`config.mk`:
```
export PLATFORM = sky130hd
export DESIGN_NAME = ipf_lcu_feeder
export DESIGN_NICKNAME = d
export VERILOG_FILES = /design/src/rtl/ipf_pkg.sv /design/src/rtl/ipf_skid1.sv /design/src/rtl/ipf_lcu_feeder.sv
export SDC_FILE = /design/constraint.sdc
export NUM_CORES = 1
export LEC_CHECK = 0
export ABC_AREA = 0
export CORE_MARGIN = 2
export CORE_UTILIZATION = 45
export CTS_BUF_LIST = sky130_fd_sc_hd__clkbuf_16
export DETAILED_ROUTE_END_ITERATION = 10
export DONT_BUFFER_PORTS = 1
export HOLD_SLACK_MARGIN = 0.06
export SETUP_SLACK_MARGIN = 0.1
export SYNTH_ARGS = -nofsm -noshare
export SYNTH_HDL_FRONTEND = slang
export SYNTH_HIERARCHICAL = 1
export SYNTH_SLANG_ARGS = --single-unit
```
`constraint.sdc`:
```
create_clock -name clk -period 2.3 [get_ports clk]
set_clock_uncertainty 0.1 [all_clocks]
set_input_delay 0.23 -clock clk [delete_from_list [all_inputs] [get_ports clk]]
set_output_delay 0.23 -clock clk [all_outputs]
set_load 0.05 [all_outputs]
```
`src/rtl/ipf_pkg.sv`:
```
`default_nettype none
// ============================================================================
// Module   : ipf_pkg
// Purpose  : Shared definitions for the IPF LCU feeder. Holds the image
//            geometry, the feeder FSM state encoding, the bit layout of a
//            parameter-memory word and the unpacked parameter bundle.
// Ports    : none (package)
// Revision : 1.0 - initial release
// ============================================================================
package ipf_pkg;

  // Image geometry: square image tiled by square LCUs
  localparam int IMG_W   = 128;
  localparam int LCU_W   = 16;
  localparam int N_LCU_X = IMG_W / LCU_W;

  // Feeder FSM state encoding
  localparam logic [2:0] S_IDLE   = 3'd0;
  localparam logic [2:0] S_PLOAD  = 3'd1;
  localparam logic [2:0] S_PCAP   = 3'd2;
  localparam logic [2:0] S_STREAM = 3'd3;
  localparam logic [2:0] S_DONE   = 3'd4;

  // Field offsets inside a 24-bit parameter-memory word
  localparam int PAR_TYPE_LSB = 22;
  localparam int PAR_BAND_LSB = 17;
  localparam int PAR_WO_LSB   = 16;
  localparam int PAR_OFF_LSB  = 0;

  typedef struct packed {
    logic [1:0]  ptype;
    logic [4:0]  band_pos;
    logic        wo_class;
    logic [15:0] offset;
  } ipf_param_t;

  function automatic ipf_param_t unpack_param(input logic [23:0] raw);
    ipf_param_t p;
    p.ptype    = raw[PAR_TYPE_LSB +: 2];
    p.band_pos = raw[PAR_BAND_LSB +: 5];
    p.wo_class = raw[PAR_WO_LSB];
    p.offset   = raw[PAR_OFF_LSB +: 16];
    return p;
  endfunction

endpackage
`default_nettype wire

```
`src/rtl/ipf_skid1.sv`:
```
`default_nettype none
// ============================================================================
// Module   : ipf_skid1
// Purpose  : One-entry skid buffer for 8-bit pixel data. A push while empty
//            is visible on the output in the same cycle; if it is not popped
//            it is stored. A stored entry holds until popped. Push and pop
//            together while full replace the entry (pass-through).
// Ports    : clk     - clock, rising edge
//            reset   - asynchronous active-low reset
//            i_push  - new data available on i_data
//            i_data  - data to push
//            i_pop   - consumer takes o_data this cycle when o_valid
//            o_valid - o_data is valid (stored entry or bypassed push)
//            o_data  - oldest available data
//            o_full  - an entry is stored
// Revision : 1.0 - initial release
// ============================================================================
module ipf_skid1 (
  input  logic       clk,
  input  logic       reset,
  input  logic       i_push,
  input  logic [7:0] i_data,
  input  logic       i_pop,
  output logic       o_valid,
  output logic [7:0] o_data,
  output logic       o_full
);

  logic       r_valid;
  logic [7:0] r_data;

  assign o_valid = r_valid | i_push;
  assign o_data  = r_valid ? r_data : i_data;
  assign o_full  = r_valid;

  always_ff @(posedge clk or negedge reset) begin
    if (!reset) begin
      r_valid <= 1'b0;
      r_data  <= 8'd0;
    end else if (r_valid) begin
      if (i_pop) begin
        if (i_push) begin
          r_data <= i_data;
        end else begin
          r_valid <= 1'b0;
        end
      end
    end else if (i_push && !i_pop) begin
      r_valid <= 1'b1;
      r_data  <= i_data;
    end
  end

endmodule
`default_nettype wire

```
`src/rtl/ipf_lcu_feeder.sv`:
```
`default_nettype none
// ============================================================================
// Module   : ipf_lcu_feeder
// Purpose  : Reads a 128x128 8-bit image from pixel memory in LCU order
//            (16x16 blocks, raster within and between LCUs) and streams it to
//            the IPF filter one pixel per cycle, honouring busy back-pressure.
//            Drives the per-LCU filter controls from a 64-entry parameter
//            memory, prefetching the next LCU's entry while streaming.
// Ports    : clk, reset (async active-low), start (1-cycle pulse), busy
//            pix_addr/pix_re/pix_rdata : pixel memory, 1-cycle read latency
//            par_addr/par_re/par_rdata : parameter memory, 1-cycle latency
//            in_en/din                 : pixel stream to the filter
//            ipf_type/ipf_band_pos/ipf_wo_class/ipf_offset, lcu_x/lcu_y,
//            lcu_size                  : controls for the LCU being presented
//            frame_done                : 1-cycle pulse after the last pixel
// Revision : 1.0 - initial release
// ============================================================================
module ipf_lcu_feeder
  import ipf_pkg::*;
(
  input  logic        clk,
  input  logic        reset,
  input  logic        start,
  input  logic        busy,
  output logic [13:0] pix_addr,
  input  logic [7:0]  pix_rdata,
  output logic        pix_re,
  output logic [5:0]  par_addr,
  input  logic [23:0] par_rdata,
  output logic        par_re,
  output logic        in_en,
  output logic [7:0]  din,
  output logic [1:0]  ipf_type,
  output logic [4:0]  ipf_band_pos,
  output logic        ipf_wo_class,
  output logic [15:0] ipf_offset,
  output logic [2:0]  lcu_x,
  output logic [2:0]  lcu_y,
  output logic [1:0]  lcu_size,
  output logic        frame_done
);

  localparam logic [13:0] c_LAST_PIX = 14'(IMG_W * IMG_W - 1);
  localparam logic [5:0]  c_LAST_LCU = 6'(N_LCU_X * N_LCU_X - 1);

  logic [2:0]  r_state;
  logic [2:0]  w_state_nxt;

  logic        w_pload;
  logic        w_pcap;
  logic        w_stream_en;

  // Issue side counts reads sent to pixel memory; output side counts pixels
  // presented to the filter. Bits [13:8] are the LCU index, [7:0] the pixel.
  logic [13:0] r_iss_cnt;
  logic [13:0] r_out_cnt;
  logic        r_iss_done;
  logic        r_ret;

  logic        r_pf_req;
  logic        r_pf_cap;
  logic [5:0]  r_pf_addr;

  ipf_param_t  r_cur;
  ipf_param_t  r_next;
  ipf_param_t  w_ctl;
  logic [5:0]  r_cur_lcu;

  logic        w_issue;
  logic        w_iss_first;
  logic [5:0]  w_iss_lcu;
  logic [5:0]  w_out_lcu;
  logic        w_last_out;
  logic        w_in_en;
  logic        w_swap;
  logic        w_skid_valid;
  logic        w_skid_full;
  logic [7:0]  w_skid_data;

  // --------------------------------------------------------------------------
  // FSM: state register
  // --------------------------------------------------------------------------
  always_ff @(posedge clk or negedge reset) begin
    if (!reset) begin
      r_state <= S_IDLE;
    end else begin
      r_state <= w_state_nxt;
    end
  end

  // FSM: next state
  always_comb begin
    w_state_nxt = r_state;
    case (r_state)
      S_IDLE:   if (start) w_state_nxt = S_PLOAD;
      S_PLOAD:  w_state_nxt = S_PCAP;
      S_PCAP:   w_state_nxt = S_STREAM;
      // Leave only once the final pixel has actually been presented
      S_STREAM: if (w_in_en && w_last_out) w_state_nxt = S_DONE;
      S_DONE:   w_state_nxt = S_IDLE;
      default:  w_state_nxt = S_IDLE;
    endcase
  end

  // FSM: outputs
  always_comb begin
    w_pload     = 1'b0;
    w_pcap      = 1'b0;
    w_stream_en = 1'b0;
    frame_done  = 1'b0;
    case (r_state)
      S_PLOAD:  w_pload = 1'b1;
      // Pixel 0 is issued while LCU 0's parameters are being captured so the
      // first pixel reaches the filter one cycle after the capture.
      S_PCAP: begin
        w_pcap      = 1'b1;
        w_stream_en = 1'b1;
      end
      S_STREAM: w_stream_en = 1'b1;
      S_DONE:   frame_done = 1'b1;
      default:  ;
    endcase
  end

  // --------------------------------------------------------------------------
  // Pixel read issue and addressing
  // --------------------------------------------------------------------------
  assign w_iss_lcu   = r_iss_cnt[13:8];
  assign w_iss_first = (r_iss_cnt[7:0] == 8'd0);

  // A stored skid entry must drain before any new read is issued
  assign w_issue  = w_stream_en & ~busy & ~w_skid_full & ~r_iss_done;
  assign pix_re   = w_issue;
  assign pix_addr = {w_iss_lcu[5:3], r_iss_cnt[7:4], w_iss_lcu[2:0], r_iss_cnt[3:0]};

  always_ff @(posedge clk or negedge reset) begin
    if (!reset) begin
      r_iss_cnt  <= 14'd0;
      r_out_cnt  <= 14'd0;
      r_iss_done <= 1'b0;
      r_ret      <= 1'b0;
      r_pf_req   <= 1'b0;
      r_pf_cap   <= 1'b0;
      r_pf_addr  <= 6'd0;
    end else begin
      if (w_pload) begin
        r_iss_cnt  <= 14'd0;
        r_out_cnt  <= 14'd0;
        r_iss_done <= 1'b0;
      end else begin
        if (w_issue) begin
          r_iss_cnt <= r_iss_cnt + 14'd1;
          if (r_iss_cnt == c_LAST_PIX) r_iss_done <= 1'b1;
        end
        if (w_in_en) r_out_cnt <= r_out_cnt + 14'd1;
      end
      r_ret <= w_issue;
      // Prefetch the next LCU's entry the cycle after its predecessor's
      // pixel 0 is issued; the parameter port is otherwise idle then.
      r_pf_req <= w_issue && w_iss_first && (w_iss_lcu != c_LAST_LCU);
      if (w_issue && w_iss_first) r_pf_addr <= w_iss_lcu + 6'd1;
      r_pf_cap <= r_pf_req;
    end
  end

  assign par_re   = w_pload | r_pf_req;
  assign par_addr = r_pf_req ? r_pf_addr : 6'd0;

  // --------------------------------------------------------------------------
  // Return path: every returned pixel goes through the skid, which bypasses
  // combinationally when the filter is not busy.
  // --------------------------------------------------------------------------
  ipf_skid1 u_skid (
    .clk     (clk),
    .reset   (reset),
    .i_push  (r_ret),
    .i_data  (pix_rdata),
    .i_pop   (~busy),
    .o_valid (w_skid_valid),
    .o_data  (w_skid_data),
    .o_full  (w_skid_full)
  );

  assign w_in_en    = w_skid_valid & ~busy;
  assign w_last_out = (r_out_cnt == c_LAST_PIX);
  assign in_en      = w_in_en;
  assign din        = w_in_en ? w_skid_data : 8'd0;

  // --------------------------------------------------------------------------
  // Per-LCU controls. The presented pixel 0 of LCU k>0 selects the prefetched
  // entry directly so controls change in the same cycle as that pixel; the
  // entry becomes current at the end of that cycle.
  // --------------------------------------------------------------------------
  assign w_out_lcu = r_out_cnt[13:8];
  assign w_swap    = w_in_en && (r_out_cnt[7:0] == 8'd0) && (w_out_lcu != 6'd0);

  always_ff @(posedge clk or negedge reset) begin
    if (!reset) begin
      r_cur     <= '0;
      r_next    <= '0;
      r_cur_lcu <= 6'd0;
    end else begin
      if (w_pcap) begin
        r_cur     <= unpack_param(par_rdata);
        r_cur_lcu <= 6'd0;
      end else if (w_swap) begin
        r_cur     <= r_next;
        r_cur_lcu <= w_out_lcu;
      end
      if (r_pf_cap) r_next <= unpack_param(par_rdata);
    end
  end

  assign w_ctl        = w_swap ? r_next : r_cur;
  assign ipf_type     = w_ctl.ptype;
  assign ipf_band_pos = w_ctl.band_pos;
  assign ipf_wo_class = w_ctl.wo_class;
  assign ipf_offset   = w_ctl.offset;
  assign lcu_x        = w_swap ? w_out_lcu[2:0] : r_cur_lcu[2:0];
  assign lcu_y        = w_swap ? w_out_lcu[5:3] : r_cur_lcu[5:3];
  assign lcu_size     = 2'd0;

endmodule
`default_nettype wire

```
==> results.ini <==
[outcome]
outcome=finished, violations left
violations=negative hold slack, negative setup slack

[drt]
wl_met2_um=6090
wl_met3_um=527
drt_iter0_markers=186
drt-vias-per-instance=5.53
topRoutingLayerUsed=met4
wl_um=12500
wl_per_cell_um=17.0
postRouteAntennaNets=0
drc=0
dr.pass1.iters=6
met1Wirelength_um=5610
vias=4050

[synthesis]
ys_async_sr_fraction_pct=100
synth_top_area_share_pct=50.1
synth-simple-area-share_pct=20.7
synth_mux_area_share_pct=11.6
synth_seq_cells=104
synthesis.area_um2=5190
synthDistinctLibCells=55
synth_edf_count=0
syn_area_per_cell_um2=10.2
synth_fa_ha_area_share_pct=1.40
synthCells=511
yosysWarnings=6
synth_top_family_by_area=simple AND/OR/NAND/NOR gates
synth-xor-area-share_pct=4.02
synth_compound_area_share_pct=8.51
ys.flop_type=dfrtp_1
synthTopCellsByArea=dfrtp_1, mux2_2, nor2_1
synth_top_cell_by_area=dfrtp_1
ys_seq_area_share_pct=50.1

[critical_path]
path_class=reg -> out
critPathMaxFanout=12
cp.required_ns=1.97
cp_cell_sequence=inv_2 > ha_4 > nor2b_4 > nand4_1 > buf_6 > buf_16 > o21ai_1 > nand2_2 > buf_8
cpMaxStageDelayCell=dfrtp_1
end_kind=output port
worst_setup_path_start_kind=register
cpPeakStageDelay_ns=0.40
cp_data_arrival_time_ns=1.99

[finish]
drive_above_1_share_pct=33.4
fin_area_um2=6950
nNetsFinal=626
antenna_cells=0
finalNonFillerCells=733
area_delta_synth_final_pct=33.8
n_fill_cell=916

[placed_design]
dp_slack_ns=0.242
dp_hpwl_um=7290
postPlaceCellArea_um2=5700
dp.cells=664
io_buffer_count=0
gp_congestion=0.806

[timing]
rsz0062_at_grt=yes
hold_ws_ns=-0.532
hold_violations=104
slew_violations=0
worst_pin_slew_ns=0.593
relSlewSlack_pct=60.3
fin_crit_sh_pct=101
setup_ws_ns=-0.0192
fmax_mhz=431
finalSetupViolCount=5
tns_ns=-0.0753
fin_crit_ns=2.32

[min_path]
min_path_type=in -> async

[cts]
clk_pin_slew_ns=0.07
cts.path.max_buffers=2
clk_latency_ns=0.35
cts_buffers=9
cts_tree=built
cts_root_buf=clkbuf_16
ctsHoldBuffers=34
htreeDepth=3
cts.sinks=104

[grt]
grt_pass1_vias=4037
antenna_found_initial=0
grt_max_degree=105
grt_overflow=0
grt_pass1_wl_um=20400
track_usage_pct=20.3

[floorplan]
dieArea_um2=12400
die_y_um=111
io_pins=100
initial_core_util_pct=45.9
row_count=39
die_width_um=111
core_region_area_um2=11300

[power_and_ir_drop]
irDropWorstVdd_mv=0.677
powerDensity_nw_per_um2=848
power_leakage_nw=3.00

[flow_run]
cap_violations=0

[worst paths after layout]
check	startpoint	end	slack [ns]	depth (start not counted)
worst max-delay path	r_out_cnt[1]	ipf_type[1]	-0.02	9
worst min-delay path	reset	r_cur[10]	-0.53	0
max in group asynchronous	reset	r_out_cnt[4]	2.43	0
worst max register to register	u_skid/o_full	r_iss_cnt[9]	0.25	6
worst min register to register	r_pf_addr[3]	r_pf_addr[3]	0.38	1
min in group clk	busy	u_skid/o_full	0.09	3
[stage by stage]
step	power [mW]	utilization, %	hold WS (ns)
after floorplan	3.61	-	-0.166
after global placement	3.88	50.3	-0.163
after detailed placement	3.94	50.3	-0.163
after CTS	5.83	59.8	-0.542
after global routing	6.21	61.4	-0.549
final	5.89	61.4	-0.532
[flip-flops by register name, indices dropped and copies added (netlist names)]
register	flops
r_iss_done	1
r_next	24
r_ret	1
u_skid/r_data	8
r_pf_cap	1
r_pf_req	1
r_pf_addr	6
r_cur	24
r_state	3
r_out_cnt	14
r_iss_cnt	14
u_skid/o_full	1
r_cur_lcu	6
[report_power, final]
group | internal [mW] | switching, mW
logic | 0.830 | 0.910
registers | 2.24 | 0.279
clock network | 0.945 | 0.690
total | 4.01 | 1.88
[cell type report]
| type | count | area (um2) | area share (%) |
|---|---|---|---|
| timing repair buffer | 95 | 1030 | 14.8 |
| tap | 143 | 179 | 2.57 |
| clock inverter | 7 | 86.3 | 1.24 |
| sequential | 104 | 2610 | 37.5 |
| inverter | 9 | 33.8 | 0.486 |
| multi-input combinational | 366 | 2790 | 40.2 |
| clock buffer | 9 | 225 | 3.24 |
[cells in the final DEF (no fill, tap or decap), drive strengths merged, types with 13 or more instances in the layout]
master       count
mux2            49
a31oi           28
xnor2           13
dfrtp          104
and2            15
nand2           42
buf             60
o21ai           34
nand3           39
dlygate4sd3     34
nor2            60
[synth_stat cells (2+ instances only)]
library cell  count
a21oi_1           7
o31ai_1           2
nor2_2            2
mux2_2           32
o21ai_0           5
a22o_1            2
nand2_1          40
and2_1           15
or3_1             3
nand4b_1          2
nor2_1           57
a41o_1            2
clkbuf_1         19
dfrtp_1         104
nor3b_1           2
nor3_1            6
mux2i_1           2
buf_2             8
xnor2_1          12
ha_1              5
buf_4             5
a31oi_1          28
or2_1             2
or4_1             2
nand4_1           8
nor2b_1           3
and3_1            8
o21ai_1          29
xor2_1           10
nand2b_1          3
mux2_4            8
inv_1             9
nand3_1          39
mux2_1            9
[metal layers]
layer | vias up | GRT usage (%)
met3 | 16 | 3.54
met5 | - | 0
met2 | 115 | 33.2
li1 | 1939 | -
met4 | 0 | 7.90
met1 | 1980 | 27.3
[critical path: cells and delay by family (launching register included)]
| family | cells | cell delay, ns |
|---|---|---|
| buf+inv | 4 | 0.55 |
| flops | 1 | 0.40 |
| simple gates | 3 | 0.33 |
| compound gates | 1 | 0.23 |
| fa+ha+maj | 1 | 0.11 |
[what timing repair did]
| action | in CTS | in global routing |
|---|---|---|
| buffers inserted | 10 | 4 |
| hold endpoints to repair | 162 | 104 |
| setup endpoints to repair | 30 | 31 |
| pin swaps | 25 | 10 |
| cloned | 4 | 1 |
| gates resized for setup | 54 | 33 |
[cell families (layout without fill, tap and decap cells)]
kind of cell             Yosys count  in the layout
buffers and inverters             42            120
XOR/XNOR                          23             23
adder cells (fa/ha/maj)            6              6
AO/OA/AOI/OAI                     76             76
multiplexers                      51             51
flip-flops                       104            104
AND/OR/NAND/NOR                  208            208
other                              1              2
Power figures use the tool's default switching activity.
